## config.mk

```make
export PLATFORM = sky130hd
export DESIGN_NAME = wb_stage
export DESIGN_NICKNAME = d
export VERILOG_FILES = /design/src/rtl/wb_stage.sv
export SDC_FILE = /design/constraint.sdc
export NUM_CORES = 1
export LEC_CHECK = 0
export ABC_AREA = 1
export BUFFER_PORTS_ARGS = -buffer_cell sky130_fd_sc_hd__buf_2
export CELL_PAD_IN_SITES_DETAIL_PLACEMENT = 1
export CELL_PAD_IN_SITES_GLOBAL_PLACEMENT = 1
export CORE_ASPECT_RATIO = 0.8
export CORE_UTILIZATION = 38
export CTS_BUF_LIST = sky130_fd_sc_hd__clkbuf_8
export DETAILED_ROUTE_END_ITERATION = 8
export HOLD_SLACK_MARGIN = 0.08
export PLACE_DENSITY_LB_ADDON = 0.3
export SETUP_SLACK_MARGIN = 0.1
export SLEW_MARGIN = 20
export SYNTH_ARGS = -nofsm -noshare
export SYNTH_HDL_FRONTEND = slang
export SYNTH_SLANG_ARGS = --single-unit
```

## constraint.sdc

```tcl
create_clock -name clk -period 4.15 [get_ports clk]
set_input_delay 0 -clock clk [delete_from_list [all_inputs] [get_ports clk]]
set_output_delay 0 -clock clk [all_outputs]
set_load 0.1 [all_outputs]
```

## src/rtl/wb_stage.sv

```systemverilog
// Writeback stage: retires one instruction per cycle into the register file and
// stalls MEM while a load response is outstanding. Define WB_PERF_EN to add retire_cnt.
module wb_stage #(
  parameter int CNT_W = 32
) (
  input  logic             clk,
  input  logic             rst,
  input  logic             mem_valid,
  output logic             mem_ready,
  input  logic             mem_wen,
  input  logic [4:0]       mem_waddr,
  input  logic [31:0]      mem_alu_res,
  input  logic             mem_is_load,
  input  logic [2:0]       mem_load_type,
  input  logic [1:0]       mem_addr_lo,
  input  logic             dmem_rvalid,
  input  logic [31:0]      dmem_rdata,
`ifdef WB_PERF_EN
  output logic [CNT_W-1:0] retire_cnt,
`endif
  output logic             wb_busy,
  output logic             wb_err,
  output logic             rf_wen,
  output logic [4:0]       rf_waddr,
  output logic [31:0]      rf_wdata
);

  typedef enum logic {
    S_IDLE = 1'b0,
    S_WAIT = 1'b1
  } state_t;

  state_t      state_q, state_d;

  logic        accept;
  logic        alu_accept;
  logic        load_accept;
  logic        resp_take;
  logic        load_bad;

  logic        ld_wen_q, ld_wen_d;
  logic [4:0]  ld_waddr_q, ld_waddr_d;
  logic [2:0]  ld_type_q, ld_type_d;
  logic [1:0]  ld_lo_q, ld_lo_d;
  logic        ld_err_q, ld_err_d;

  logic        rf_wen_q, rf_wen_d;
  logic [4:0]  rf_waddr_q, rf_waddr_d;
  logic [31:0] rf_wdata_q, rf_wdata_d;
  logic        wb_err_q, wb_err_d;

  logic [7:0]  sel_byte;
  logic [15:0] sel_half;
  logic [31:0] load_data;

  // ---------------- FSM: state register ----------------
  always_ff @(posedge clk or posedge rst) begin
    if (rst) begin
      state_q <= S_IDLE;
    end else begin
      state_q <= state_d;
    end
  end

  // ---------------- FSM: next state ----------------
  always_comb begin
    state_d = state_q;
    case (state_q)
      S_IDLE:  if (load_accept) state_d = S_WAIT;
      S_WAIT:  if (dmem_rvalid) state_d = S_IDLE;
      default: state_d = S_IDLE;
    endcase
  end

  // ---------------- FSM: outputs (state only, never mem_valid) ----------------
  always_comb begin
    mem_ready = (state_q == S_IDLE);
    wb_busy   = (state_q == S_WAIT);
  end

  assign accept      = mem_valid & mem_ready;
  assign alu_accept  = accept & ~mem_is_load;
  assign load_accept = accept & mem_is_load;
  assign resp_take   = wb_busy & dmem_rvalid;

  // Alignment and encoding are judged at accept time, from the MEM-side fields.
  always_comb begin
    load_bad = 1'b0;
    case (mem_load_type)
      3'b000, 3'b100: load_bad = 1'b0;
      3'b001, 3'b101: load_bad = mem_addr_lo[0];
      3'b010:         load_bad = |mem_addr_lo;
      default:        load_bad = 1'b1;
    endcase
  end

  always_comb begin
    ld_wen_d   = ld_wen_q;
    ld_waddr_d = ld_waddr_q;
    ld_type_d  = ld_type_q;
    ld_lo_d    = ld_lo_q;
    ld_err_d   = ld_err_q;
    if (load_accept) begin
      ld_wen_d   = mem_wen;
      ld_waddr_d = mem_waddr;
      ld_type_d  = mem_load_type;
      ld_lo_d    = mem_addr_lo;
      ld_err_d   = load_bad;
    end
  end

  always_ff @(posedge clk or posedge rst) begin
    if (rst) begin
      ld_wen_q   <= 1'b0;
      ld_waddr_q <= 5'd0;
      ld_type_q  <= 3'd0;
      ld_lo_q    <= 2'd0;
      ld_err_q   <= 1'b0;
    end else begin
      ld_wen_q   <= ld_wen_d;
      ld_waddr_q <= ld_waddr_d;
      ld_type_q  <= ld_type_d;
      ld_lo_q    <= ld_lo_d;
      ld_err_q   <= ld_err_d;
    end
  end

  // Lane select and extension of the returned word.
  always_comb begin
    sel_byte = dmem_rdata[7:0];
    case (ld_lo_q)
      2'd0:    sel_byte = dmem_rdata[7:0];
      2'd1:    sel_byte = dmem_rdata[15:8];
      2'd2:    sel_byte = dmem_rdata[23:16];
      default: sel_byte = dmem_rdata[31:24];
    endcase
    sel_half = ld_lo_q[1] ? dmem_rdata[31:16] : dmem_rdata[15:0];
    case (ld_type_q)
      3'b000:  load_data = {{24{sel_byte[7]}}, sel_byte};
      3'b001:  load_data = {{16{sel_half[15]}}, sel_half};
      3'b100:  load_data = {24'd0, sel_byte};
      3'b101:  load_data = {16'd0, sel_half};
      default: load_data = dmem_rdata;
    endcase
  end

  // Register-file port: x0 and errored loads never raise rf_wen.
  always_comb begin
    rf_wen_d   = 1'b0;
    rf_waddr_d = rf_waddr_q;
    rf_wdata_d = rf_wdata_q;
    wb_err_d   = 1'b0;
    if (alu_accept) begin
      rf_wen_d   = mem_wen & (mem_waddr != 5'd0);
      rf_waddr_d = mem_waddr;
      rf_wdata_d = mem_alu_res;
    end else if (load_accept) begin
      wb_err_d   = load_bad;
    end else if (resp_take) begin
      rf_wen_d   = ld_wen_q & (ld_waddr_q != 5'd0) & ~ld_err_q;
      rf_waddr_d = ld_waddr_q;
      rf_wdata_d = load_data;
    end
  end

  always_ff @(posedge clk or posedge rst) begin
    if (rst) begin
      rf_wen_q   <= 1'b0;
      rf_waddr_q <= 5'd0;
      rf_wdata_q <= 32'd0;
      wb_err_q   <= 1'b0;
    end else begin
      rf_wen_q   <= rf_wen_d;
      rf_waddr_q <= rf_waddr_d;
      rf_wdata_q <= rf_wdata_d;
      wb_err_q   <= wb_err_d;
    end
  end

  assign rf_wen   = rf_wen_q;
  assign rf_waddr = rf_waddr_q;
  assign rf_wdata = rf_wdata_q;
  assign wb_err   = wb_err_q;

`ifdef WB_PERF_EN
  logic [CNT_W-1:0] cnt_q, cnt_d;

  // Every completion counts, including x0 targets and errored loads.
  always_comb begin
    cnt_d = cnt_q;
    if (alu_accept | resp_take) cnt_d = cnt_q + CNT_W'(1);
  end

  always_ff @(posedge clk or posedge rst) begin
    if (rst) begin
      cnt_q <= '0;
    end else begin
      cnt_q <= cnt_d;
    end
  end

  assign retire_cnt = cnt_q;
`endif

endmodule

```

==> results.cfg <==
[final_layout]
fill_cells = 1061
multiInputGateArea_um2 = 1510
stdcell_count = 714
area_growth_pct = 39.67
drive_above_1_share = 0.2426
regArea_um2 = 1301
n_antenna_cell = 0
layout.nets = 685
fin_util = 0.5491
design_area_um2 = 4383

[grt]
grt_use_total = 0.2761
grt_pass1_wl_um = 19020
antenna_found_initial = 0
grt-ovfl-total = 0
grt_pass1_vias = 3947
grt_max_degree = 66

[route]
totalWireLength_um = 11360
wl_per_cell_um = 15.91
viasPerCell = 5.069
drt_iter0_drc = 156
route.detailed.drc = 0
num_vias = 3619
antenna_left = 0
firstDrtPassIters = 4

[cts]
cts_tree = yes
cts_buffer_depth = 2
root_buffer = clkbuf_8
cts-htree-levels = 2
clk_pin_slew_ns = 0.11
clk_latency_ns = 0.32
clkSinkCount = 52
cts_buffers = 5

[timing]
finalHoldViolCount = 0
fin_crit_sh = 0.6206
tightestPinTransition_ns = 1.078
final_max_slew_viol_count = 0
fin_tns_setup_ns = 0
rsz0062_at_grt = no
worst_slack_ns = 1.575
setup_viol = 0
max_freq_ghz = 0.3883
finClkSkew_ns = 0.009172
max-slew-margin-rel = 0.2768
holdWs_ns = 0.07643
period_needed_ns = 2.575

[floorplan]
num_io_pins = 121
rows = 29
fp.dieW_um = 103.6
start_util = 0.3931
core_area_um2 = 7983
fp.dieH_um = 83.28
die_area_um2 = 8628

[worst_setup_path]
crit_path_max_fanout = 27
path_cells = inv_1, a21oi_4, inv_1, nand2_1, nand3_1, nand3_1, dlygate4sd3_1, nand2_1
start_kind = flop
max_stage_delay_ns = 0.88
timing.critical_path.required_ns = 4.36
end_kind = flop
crit_buf_inv = 3
path_class = flop to flop
path_delay_family = buffers and inverters
crit_path_top_delay_cell = dfrtp_1
worstPathArrival_ns = 2.78

[place]
dp_cells = 655
port_buffers = 120
dpl.hpwl_um = 7617
dp_slack_ns = 1.649
place_congestion = 0.8023
dpl_cell_area_um2 = 3776

[power]
leakage_nw = 2.462
irDropWorstVdd_v = 0.0003200
power.density_nw_per_um2 = 606.4
p_total_mw = 2.658

[yosys]
synth_area_leaders = dfrtp_1 41%, nand2_1 20%, o21ai_0 9.1%, inv_1 6.6%, o21bai_1 3.8%
ys_ff_latch = 52
avgSynthCellArea_um2 = 7.036
synth_edf_count = 0
ys_types = 33
synth_nets = 526
async_flop_share = 1.000
synth_area_leader_cell = dfrtp_1
syn_inst = 446
yosys_warnings = 0
ys.flop_type = dfrtp_1
synth_top_cells_by_count = 165 x nand2_1, 57 x o21ai_0, 55 x inv_1, 52 x dfrtp_1, 21 x nand3_1
syn-cell-area_um2 = 3138
synth_top_area_frac = 0.4147
yosysMostFrequentCell = nand2_1
synth_seq_area_share = 0.4147

[job]
maxCapViolCount = 0

[worst_hold_path]
hp-class = input port to flop

[status]
outcome = finished, final reports clean
-- cells by family (layout without fill, tap and decap cells) --
group / Yosys count / after routing / synth area share
compound gates: 94 / 94 / 0.1766
flops: 52 / 52 / 0.4147
buf+inv: 78 / 238 / 0.1041
simple gates: 222 / 222 / 0.3046
-- tightest hold or removal path, cell delays in order --
cell and delay (ns):
buf_2 0.09, o21ai_0 0.07, o21bai_1 0.15, nand2_1 0.05
-- layer usage --
layer	track usage	vias up	part of all wire
li1	-	1735	-
met1	0.3547	1772	0.44
met2	0.4936	101	0.50
met3	0.03925	11	0.044
met4	0.05665	0	0.0097
met5	0	-	0
-- repair_timing --
action | 4_1_cts | 5_1_grt
buffers inserted | 0 | 0
hold endpoints to repair | 99 | 0
hold buffers | 51 | 0
resized for setup | 0 | 0
-- layout make-up --
class | count | area share
repair buffers | 173 | 0.2569
clock inverters | 3 | 0.006280
clock buffers | 5 | 0.01570
flip-flops and latches | 52 | 0.2969
multi-input cells | 316 | 0.3446
inverters | 57 | 0.04882
well taps | 108 | 0.03083
-- power breakdown --
group          internal [mW]  leakage [nW]  switching [mW]
combinational          0.300          1.77            1.28
clock                  0.124        0.0463           0.194
sequential             0.647         0.646           0.113
total                   1.07          2.46            1.59
-- layout by cell type, fill, tap and decap left out, drive strengths merged --
master	Yosys	final
o211ai	4	4
nand4	9	9
clkinvlp	0	1
clkinv	1	2
buf	14	122
o22ai	1	1
dfrtp	52	52
nor3	3	3
o21ai	62	62
a22oi	3	3
inv	56	57
or2	6	6
nor2	12	12
o221ai	2	2
o21bai	16	16
clkbuf	7	5
nand2	169	169
nand3	23	23
a21oi	5	5
dlygate4sd3	0	51
o31ai	1	1
-- state kept, by name, summed over array words and instances, names as in the netlist, 2 cells and up --
name        count
ld_lo_q         2
ld_type_q       3
ld_waddr_q      5
rf_waddr        5
rf_wdata       32
-- worst paths after layout --
| check | from | to | slack, ns | cells after the start |
|---|---|---|---|---|
| max | ld_lo_q[1] | rf_wdata[3] | 1.57 | 8 |
| min | mem_alu_res[22] | rf_wdata[22] | 0.08 | 4 |
| max reg2reg | ld_lo_q[1] | rf_wdata[3] | 1.57 | 8 |
| min reg2reg | rf_wdata[31] | rf_wdata[31] | 0.49 | 2 |
| max in group asynchronous | rst | rf_wdata[9] | 3.28 | 4 |
| min in group asynchronous | rst | rf_wdata[25] | 0.40 | 4 |
Note: power is estimated with default switching activity, not from simulation.
